[config.mk]
export PLATFORM = sky130hd
export DESIGN_NAME = count_enable_ctrl_flat
export DESIGN_NICKNAME = d
export VERILOG_FILES = /design/src/rtl/count_enable_ctrl_pkg.sv /design/src/rtl/count_enable_ctrl_if.sv /design/src/rtl/count_enable_ctrl_btn_debounce.sv /design/src/rtl/count_enable_ctrl.sv /design/src/flat_wrapper.sv
export SDC_FILE = /design/constraint.sdc
export NUM_CORES = 1
export LEC_CHECK = 0
export CAP_MARGIN = 20
export CORE_MARGIN = 2
export CORE_UTILIZATION = 35
export CTS_BUF_LIST = sky130_fd_sc_hd__clkbuf_8
export CTS_CLUSTER_DIAMETER = 40
export CTS_CLUSTER_SIZE = 25
export DETAILED_ROUTE_END_ITERATION = 12
export HOLD_SLACK_MARGIN = 0.1
export PLACE_DENSITY_LB_ADDON = 0.08
export SLEW_MARGIN = 25
export SYNTH_ARGS = -nofsm -noshare
export SYNTH_HDL_FRONTEND = slang
export SYNTH_SLANG_ARGS = --single-unit
export TNS_END_PERCENT = 30
[constraint.sdc]
create_clock -name C -period 2.4 [get_ports C]
set_input_delay 0.48 -clock C [delete_from_list [all_inputs] [get_ports C]]
set_output_delay 0.48 -clock C [all_outputs]
set_load 0.02 [all_outputs]
[src/rtl/count_enable_ctrl_pkg.sv]
// Shared types and default parameters for the count-enable control stage
// that feeds the counter_0to15 chain.
package count_enable_ctrl_pkg;

  localparam int DEFAULT_DIV       = 50_000_000;
  localparam int DEFAULT_DB_CYCLES = 500_000;

  typedef enum logic [1:0] {
    ST_STOP = 2'd0,
    ST_RUN  = 2'd1,
    ST_HALT = 2'd2
  } state_t;

endpackage

[src/rtl/count_enable_ctrl_if.sv]
// Button, terminal-count and status signals between the control stage
// (master) and its surroundings (slave).
interface count_enable_ctrl_if;

  logic BTN_RUN;
  logic BTN_STEP;
  logic TC_IN;
  logic CE;
  logic RUNNING;
  logic HALTED;

  modport master (
    input  BTN_RUN, BTN_STEP, TC_IN,
    output CE, RUNNING, HALTED
  );

  modport slave (
    output BTN_RUN, BTN_STEP, TC_IN,
    input  CE, RUNNING, HALTED
  );

endinterface

[src/rtl/count_enable_ctrl_btn_debounce.sv]
// Push-button conditioner: two-flop synchronizer, stability counter and a
// single-cycle press pulse on an accepted 0->1 change of the debounced level.
module btn_debounce #(
  parameter int DB_CYCLES = 3
) (
  input  logic C,
  input  logic CLR,
  input  logic RAW,
  output logic LEVEL,
  output logic PRESS
);

  localparam int CW = $clog2(DB_CYCLES);
  localparam logic [CW-1:0] CNT_LAST = CW'(DB_CYCLES - 1);

  logic          sync1;
  logic          sync2;
  logic          valid1;
  logic          valid2;
  logic          armed;
  logic [CW-1:0] cnt;
  logic          differ;
  logic          expire;

  assign differ = (sync2 != LEVEL);
  assign expire = differ && (cnt == CNT_LAST);

  // A press is only honoured once a genuine low sample has been seen after
  // reset, so a button held through reset stays silent until re-pressed.
  always_ff @(posedge C or posedge CLR) begin
    if (CLR) begin
      sync1  <= 1'b0;
      sync2  <= 1'b0;
      valid1 <= 1'b0;
      valid2 <= 1'b0;
      armed  <= 1'b0;
      cnt    <= '0;
      LEVEL  <= 1'b0;
    end else begin
      sync1  <= RAW;
      sync2  <= sync1;
      valid1 <= 1'b1;
      valid2 <= valid1;
      if (valid2 && !sync2) begin
        armed <= 1'b1;
      end
      if (!differ) begin
        cnt <= '0;
      end else if (expire) begin
        cnt   <= '0;
        LEVEL <= sync2;
      end else begin
        cnt <= cnt + 1'b1;
      end
    end
  end

  assign PRESS = expire && sync2 && armed;

endmodule

[src/rtl/count_enable_ctrl.sv]
// Count-enable controller: debounced RUN/STOP and STEP buttons, RUN-mode
// prescaler and a STOP/RUN/HALT state machine producing one-cycle CE strobes.
module count_enable_ctrl
  import count_enable_ctrl_pkg::*;
#(
  parameter int DIV        = DEFAULT_DIV,
  parameter int DB_CYCLES  = DEFAULT_DB_CYCLES,
  parameter bit STOP_ON_TC = 1'b1
) (
  input  logic                C,
  input  logic                CLR,
  count_enable_ctrl_if.master bus
);

  localparam int PW = $clog2(DIV);
  localparam logic [PW-1:0] PRESC_LAST = PW'(DIV - 1);

  state_t        state_q;
  state_t        state_d;
  logic [PW-1:0] presc_q;
  logic          wrap_ok_q;
  logic          tick;
  logic          tc_halt;
  logic          run_press;
  logic          step_press;
  logic          run_level;
  logic          step_level;
  logic          ce_q;
  logic          running_q;
  logic          halted_q;
  logic          ce_d;
  logic          running_d;
  logic          halted_d;
  logic          unused_levels;

  btn_debounce #(.DB_CYCLES(DB_CYCLES)) u_run_btn (
    .C     (C),
    .CLR   (CLR),
    .RAW   (bus.BTN_RUN),
    .LEVEL (run_level),
    .PRESS (run_press)
  );

  btn_debounce #(.DB_CYCLES(DB_CYCLES)) u_step_btn (
    .C     (C),
    .CLR   (CLR),
    .RAW   (bus.BTN_STEP),
    .LEVEL (step_level),
    .PRESS (step_press)
  );

  assign unused_levels = run_level ^ step_level;

  assign tick = (state_q == ST_RUN) && (presc_q == PRESC_LAST);
  // After resuming from HALT the chain still shows TC; the first tick must wrap it.
  assign tc_halt = tick && bus.TC_IN && STOP_ON_TC && !wrap_ok_q;

  always_ff @(posedge C or posedge CLR) begin
    if (CLR) begin
      state_q   <= ST_STOP;
      presc_q   <= '0;
      wrap_ok_q <= 1'b0;
      ce_q      <= 1'b0;
      running_q <= 1'b0;
      halted_q  <= 1'b0;
    end else begin
      state_q   <= state_d;
      ce_q      <= ce_d;
      running_q <= running_d;
      halted_q  <= halted_d;
      if ((state_q != ST_RUN) || (state_d != ST_RUN) || tick) begin
        presc_q <= '0;
      end else begin
        presc_q <= presc_q + 1'b1;
      end
      if ((state_q == ST_HALT) && (state_d == ST_RUN)) begin
        wrap_ok_q <= 1'b1;
      end else if (tick || (state_d != ST_RUN)) begin
        wrap_ok_q <= 1'b0;
      end
    end
  end

  always_comb begin
    state_d = state_q;
    case (state_q)
      ST_STOP: if (run_press) state_d = ST_RUN;
      ST_RUN: begin
        if (run_press) begin
          state_d = ST_STOP;
        end else if (tc_halt) begin
          state_d = ST_HALT;
        end
      end
      ST_HALT: if (run_press) state_d = ST_RUN;
      default: state_d = ST_STOP;
    endcase
  end

  always_comb begin
    ce_d = 1'b0;
    case (state_q)
      ST_STOP: ce_d = step_press && !run_press;
      ST_RUN:  ce_d = tick && !run_press && !tc_halt;
      default: ce_d = 1'b0;
    endcase
    running_d = (state_d == ST_RUN);
    halted_d  = (state_d == ST_HALT);
  end

  assign bus.CE      = ce_q;
  assign bus.RUNNING = running_q;
  assign bus.HALTED  = halted_q;

endmodule

[src/flat_wrapper.sv]
// flat-port wrapper written by rule: the top's interface ports become plain ports
module count_enable_ctrl_flat import count_enable_ctrl_pkg::*;
#(
  parameter int DIV        = DEFAULT_DIV,
  parameter int DB_CYCLES  = DEFAULT_DB_CYCLES,
  parameter bit STOP_ON_TC = 1'b1
)
  (C, CLR, bus_BTN_RUN, bus_BTN_STEP, bus_TC_IN, bus_CE, bus_RUNNING, bus_HALTED);
  count_enable_ctrl_if bus_i ();
  input  logic C;
  input  logic CLR;
  input wire logic [$bits(bus_i.BTN_RUN)-1:0] bus_BTN_RUN;
  input wire logic [$bits(bus_i.BTN_STEP)-1:0] bus_BTN_STEP;
  input wire logic [$bits(bus_i.TC_IN)-1:0] bus_TC_IN;
  output wire logic [$bits(bus_i.CE)-1:0] bus_CE;
  output wire logic [$bits(bus_i.RUNNING)-1:0] bus_RUNNING;
  output wire logic [$bits(bus_i.HALTED)-1:0] bus_HALTED;
  assign bus_i.BTN_RUN = bus_BTN_RUN;
  assign bus_i.BTN_STEP = bus_BTN_STEP;
  assign bus_i.TC_IN = bus_TC_IN;
  assign bus_CE = bus_i.CE;
  assign bus_RUNNING = bus_i.RUNNING;
  assign bus_HALTED = bus_i.HALTED;
  count_enable_ctrl #(.DIV(DIV), .DB_CYCLES(DB_CYCLES), .STOP_ON_TC(STOP_ON_TC)) u_core (.C(C), .CLR(CLR), .bus(bus_i));
endmodule
==> impl_metrics.json, run 1 <==
{
  "number_of_distinct_standard_cells_referenced_by_the_synthesized_netlist": 44,
  "worst_pin_slew_ns": 0.5793,
  "clk_transition_reported_paths_ns": 0.09,
  "fin_tns_setup_ns": 0,
  "design.die.area_sq_um": 11780,
  "ctsRootBufferMaster": "clkbuf_8",
  "maximum_number_of_pins_on_one_net_before_global_route_repair": 29,
  "layout.cell_area.non_filler_sq_um": 4284,
  "unrepaired_setup_endpoints_after_global_routing": "no",
  "maxSlewHeadroom_pct": 61.30,
  "cts.path.max_buffers": 2,
  "synth-edff-count": 0,
  "cts_hold_buf": 0,
  "crit_required_ns": 2.65,
  "final.min_clock_period_ns": 2.018,
  "critical_path_class": "reg2reg",
  "synth.net_count": 386,
  "detail_route.wl_per_cell_um": 13.29,
  "initial_standard_cell_utilization_of_the_core_pct": 35.61,
  "finalWirelength_mm": 7.179,
  "yosys.cell_count.top_type": "dfrtp_1",
  "synth_largest_type_area_fraction_pct": 52.32,
  "synthTopCellsByCount": "dfrtp_1, nor2_1, xor2_1",
  "cells_taking_the_most_area_after_synthesis": "dfrtp_1, xor2_1, nor2_1, xnor2_1, nand4_1",
  "global_route_wire_length_before_repair_mm": 12.69,
  "timing.critical_path.to_type": "flip-flop",
  "irDropWorstVdd_mv": 0.3006,
  "detailed_place.area_sq_um": 4099,
  "post_route_cells_drive_above_1_share_pct": 9.250,
  "tritoncts_num_sinks": 80,
  "critical_path.max_stage_delay_ns": 0.56,
  "cell_chain_critical_path": "or4_4 -> nor4_4 -> and2_4 -> o21ai_0 -> a211oi_1",
  "p_per_area_nw_per_um2": 557.9,
  "routed_via_density": 4.800,
  "synthesis.area_per_instance_sq_um": 10.12,
  "drt_drc_violations_left": 0,
  "critical_path_peak_fanout": 4,
  "drt_iter0_markers": 155,
  "power.static_leakage_nw": 1.837,
  "numPortBuffers": 7,
  "grt_pass1_vias": 2521,
  "grt_overflow_total": 0,
  "status": "complete, no violations",
  "drt_pass1_iterations": 4,
  "cts_resized": 0,
  "ys_seq_area_share_pct": 52.32,
  "post_cts_buffers": 0,
  "placeableCoreArea_sq_um": 10750,
  "worst_hold_path_type": "reg2reg",
  "num_rows": 38,
  "syn-cell-area_sq_um": 3826,
  "clock_latency_ns": 0.35,
  "gp_congestion": 0.7246,
  "cts_tree": "built",
  "die_w_um": 108.6,
  "dr_total_vias": 2592,
  "master_of_the_slowest_instance_on_the_critical_path": "or4_4",
  "arrival_ns": 2.26,
  "ys.warnings.count": 0,
  "boundaryPins": 8,
  "maxSlewViolCount": 0,
  "max_freq_mhz": 495.6,
  "detail_route_antenna_nets": 0,
  "postSynth.asyncResetShare_pct": 100.0,
  "htree_num_levels": 3,
  "drv.max_cap_violation_count": 0,
  "post-route-period-util_pct": 84.08,
  "fp.dieH_um": 108.6,
  "fin_nets": 403,
  "finalHoldViolations": 0,
  "most_area_hungry_cell_type_in_the_yosys_netlist": "dfrtp_1",
  "antennaDiodeCount": 0,
  "synth_top_flop_cell": "dfrtp_1",
  "synthesis_to_finish_area_growth_pct": 11.97,
  "yosys_register_bits": 80,
  "postSynthCellCount": 378,
  "track_usage_pct": 13.89,
  "cts_made_buffers": 9,
  "grt_antenna_before_repair": 0,
  "detail_placement_hpwl_mm": 4.931,
  "start_kind": "flip-flop",
  "finalSetupViolations": 0,
  "timing.clock.skew_ns": 0.009594
}
==> layer usage <==
layer  track usage [%]  part of all wire [%]  up-vias
li1                  -                     -     1308
met1             20.31                    52     1257
met2             19.51                    44       20
met3             3.677                   2.5        7
met4             5.220                   1.1        0
met5                 0                     0        -
==> kinds of logic (layout without fill, tap and decap cells) <==
logic type / count (synthesis) / after routing / synth area share (%)
buffers and inverters: 22 / 44 / 3.303
DFF: 80 / 80 / 52.32
adders and majority gates: 3 / 3 / 0.9811
and+or+nand+nor: 197 / 197 / 26.78
AOI/OAI and AO/OA: 14 / 14 / 2.420
muxes: 2 / 2 / 0.5886
other: 1 / 1 / 0.09801
xor gates and xnor gates: 59 / 59 / 13.51
==> cell type report <==
cell class                      count  area (sq um)
Timing Repair Buffer               16         175.2
Multi-Input combinational cell    276          1698
Inverter                           12         48.80
Tap cell                          140         175.2
Fill cell                        1104          6461
Clock inverter                      7         61.31
Sequential cell                    80          2002
Clock buffer                        9         123.9
==> critical path: cells and delay by family, from the launching register on <==
family,cells,cell delay [ns]
AND/OR/NAND/NOR,3,1.07
flip-flops,1,0.44
AO/OA/AOI/OAI,2,0.39
==> report_power, final <==
| part | switching, mW | leakage [nW] | internal (mW) |
|---|---|---|---|
| Clock | 0.550 | 0.0888 | 0.395 |
| Combinational | 0.0492 | 0.684 | 0.0246 |
| Sequential | 0.0112 | 1.06 | 1.36 |
==> flip-flops by register name, summed over array words and instances (netlist names), 2 cells and up <==
signal,cells
u_core.presc_q,26
u_core.state_q,2
u_core.u_run_btn.cnt,19
u_core.u_step_btn.cnt,19
==> per-stage QoR <==
| stage | std cells | hold WS [ns] | setup WS (ns) | power (mW) | util (%) |
|---|---|---|---|---|---|
| global route | 540 | 0.3729 | 0.1802 | 2.516 | 39.87 |
| detailed placement | 524 | 0.3402 | 0.3918 | 1.476 | 38.15 |
| floorplan | 378 | 0.3312 | 0.5030 | 1.443 | - |
| global placement | 524 | 0.3386 | 0.3741 | 1.476 | 38.15 |
| CTS | 540 | 0.3623 | 0.3660 | 2.443 | 39.87 |
| finish | 540 | 0.3589 | 0.3821 | 2.390 | 39.87 |
==> worst paths after layout <==
kind	from	end	slack, ns	cells after the start
setup reg to reg	u_core.presc_q[9]	u_core.bus.CE	0.38	5
hold / removal	u_core.u_step_btn.sync1	u_core.u_step_btn.sync2	0.36	0
max in group asynchronous	CLR	u_core.u_run_btn.cnt[14]	1.34	3
setup / recovery	u_core.presc_q[9]	u_core.bus.CE	0.38	5
hold reg to reg	u_core.u_step_btn.sync1	u_core.u_step_btn.sync2	0.36	0
min in group asynchronous	CLR	u_core.u_run_btn.cnt[1]	0.53	2
==> cell usage in the layout, fill, tap and decap left out, types with 2 or more instances in the layout <==
master,instances
xor2_1,37
nor4_1,3
clkinvlp_4,3
nand3b_1,2
clkbuf_8,9
inv_1,11
xnor2_1,22
clkdlybuf4s50_1,7
ha_1,3
nand2_1,23
buf_4,6
or2_2,2
and4_1,7
dfrtp_1,80
nor4b_1,3
nor2b_1,3
mux2_2,2
o21ai_0,3
nor2_1,79
o22ai_1,2
nor3_1,7
inv_6,3
or4_1,3
a21oi_1,2
nand4_1,21
buf_12,3
a21o_1,2
and3_1,11
o21a_1,2
nand3_1,21
Power figures use the tool's default switching activity.
==> inputs of run 2 (changes only) <==
==> constraint.sdc (replaced) <==
create_clock -name C -period 2.09 [get_ports C]
set_input_delay 0.418 -clock C [delete_from_list [all_inputs] [get_ports C]]
set_output_delay 0.418 -clock C [all_outputs]
set_load 0.02 [all_outputs]
==> run 2 against run 1 <==
Compared with the run above: combinational power up 17%; fmax is 2.8% higher; register-to-register slack worse by 0.26 ns; utilization is 0.55 points higher; first-iteration DRC count is 9.0% lower; hold slack lost 0.00080 ns; clock-buffer cell count up 1; design area rose by 1.4%; sequential power increased by 15%; clock skew about the same; via count rose by 2.2%; critical path type unchanged; critical endpoint is now u_core.presc_q[2]; highest routed layer unchanged.
==> impl_metrics.json, run 2 (synthesis gave the netlist of run 1 again) <==
{
  "status": "complete, no violations",
  "grt_pass1_vias": 2735,
  "cts.path.max_buffers": 2,
  "drt_drc_violations_left": 0,
  "finalWirelength_mm": 7.350,
  "num_rows": 38,
  "fin_nets": 411,
  "registers.top_by_ff_count": "u_core.presc_q",
  "start_kind": "flip-flop",
  "design.die.area_sq_um": 11780,
  "arrival_ns": 2.21,
  "cts_made_buffers": 9,
  "area.sequential_sq_um": 2002,
  "filler_cell_count": 1131,
  "global_route_wire_length_before_repair_mm": 13.13,
  "worst_hold_path_type": "reg2reg",
  "die_w_um": 108.6,
  "drv.max_cap_violation_count": 0,
  "p_per_area_nw_per_um2": 620.8,
  "cts_tree": "built",
  "placeableCoreArea_sq_um": 10750,
  "clock_latency_ns": 0.36,
  "final.min_clock_period_ns": 1.963,
  "fin_total_pwr_mw": 2.696,
  "timing.clock.skew_ns": 0.009689,
  "irDropWorstVdd_mv": 0.3424,
  "critical_path_class": "reg2reg",
  "largest_registers": "u_core.presc_q (26), u_core.u_run_btn.cnt (19), u_core.u_step_btn.cnt (19)",
  "largest_register_ffs": 26,
  "crit_required_ns": 2.34,
  "routed_via_density": 4.836,
  "detail_placement_hpwl_mm": 4.983,
  "detail_route_antenna_nets": 0,
  "numPortBuffers": 7,
  "post-route-period-util_pct": 93.94,
  "drt_iter0_markers": 141,
  "fp.dieH_um": 108.6,
  "dr_total_vias": 2650,
  "fin_tns_setup_ns": 0,
  "antennaDiodeCount": 0,
  "drt_pass1_iterations": 4,
  "tritoncts_num_sinks": 80,
  "grt_overflow_total": 0,
  "maximum_number_of_pins_on_one_net_before_global_route_repair": 29,
  "most_frequent_standard_cell_in_the_layout_excluding_fill_and_tap_cells": "dfrtp_1",
  "boundaryPins": 8,
  "finalHoldViolations": 0,
  "unrepaired_setup_endpoints_after_global_routing": "no",
  "post_route_cells_drive_above_1_share_pct": 11.52,
  "grt_antenna_before_repair": 0,
  "most-common-layout-cells": "dfrtp_1, nor2_1, xor2_1, nand2_1, xnor2_1",
  "track_usage_pct": 14.47,
  "max_freq_mhz": 509.4,
  "multi_input_comb_area_sq_um": 1709,
  "timing.critical_path.to_type": "flip-flop",
  "htree_num_levels": 3,
  "initial_standard_cell_utilization_of_the_core_pct": 35.61,
  "holdWs_ns": 0.3581,
  "synthesis_to_finish_area_growth_pct": 13.51,
  "critical_path_peak_fanout": 24,
  "clk_transition_reported_paths_ns": 0.09,
  "gp_congestion": 0.7086,
  "power.static_leakage_nw": 1.884,
  "maxSlewViolCount": 0,
  "detail_route.wl_per_cell_um": 13.41,
  "ctsRootBufferMaster": "clkbuf_8",
  "finalSetupViolations": 0
}
-- run 2: changes by cell type in the layout (fill, tap and decap cells not counted), sizes merged --
cell and change:
inv -4, buf +8, clkbuf +1, clkinv +3
-- run 2: layer usage --
layer / track usage (%) / vias up / wire length [um]
met5: 0 / - / 0
met4: 7.143 / 0 / 171
met3: 2.893 / 11 / 149
met2: 22.19 / 28 / 3296
met1: 19.49 / 1280 / 3733
li1: - / 1331 / -
-- run 2: report_power, final --
| group | leakage (nW) | switching (mW) | internal [mW] |
|---|---|---|---|
| sequential | 1.06 | 0.0127 | 1.56 |
| clock | 0.0878 | 0.581 | 0.455 |
| combinational | 0.732 | 0.0570 | 0.0289 |
-- run 2: final timing paths --
kind / startpoint / to / slack (ns) / cells past startpoint
worst max register to register: u_core.presc_q[10] / u_core.presc_q[2] / 0.13 / 6
worst min-delay path: u_core.u_run_btn.valid1 / u_core.u_run_btn.valid2 / 0.36 / 0
worst min register to register: u_core.u_run_btn.valid1 / u_core.u_run_btn.valid2 / 0.36 / 0
worst max-delay path: u_core.presc_q[10] / u_core.presc_q[2] / 0.13 / 6
min in group asynchronous: CLR / u_core.bus.RUNNING / 0.41 / 2
max in group asynchronous: CLR / u_core.presc_q[23] / 1.14 / 3
-- run 2: per-stage QoR --
stage / utilization, % / cell area [sq um] / worst slack, ns / cells
4_1_cts: 40.31 / 4332 / 0.09748 / 548
6_report: 40.42 / 4343 / 0.1267 / 548
2_1_floorplan: - / 3830 / 0.1930 / 378
3_3_place_gp: 38.71 / 4159 / 0.1198 / 532
5_1_grt: 40.42 / 4343 / 0.01076 / 548
3_5_place_dp: 38.71 / 4159 / 0.1398 / 532
-- run 2: worst max-delay path: stages (launching register included) --
cell     delay [ns]
dfrtp_1        0.43
or4b_4         0.57
nor4_4         0.26
and2_4         0.21
or2_1          0.14
buf_12         0.17
nor2_1         0.07
-- run 2: area by class of cell --
class                      count  share of cell area [%]
sequential                    80                   46.10
multi-input combinational    276                   39.35
timing repair buffer          24                   5.416
tap                          140                   4.033
clock buffer                  10                   3.169
inverter                      12                   1.124
clock inverter                 6                  0.8067
-- run 2: repair_timing --
item	CTS	global route
gates resized for setup	0	3
setup buffers	0	0
hold buffers	0	0
setup endpoints to repair	0	7
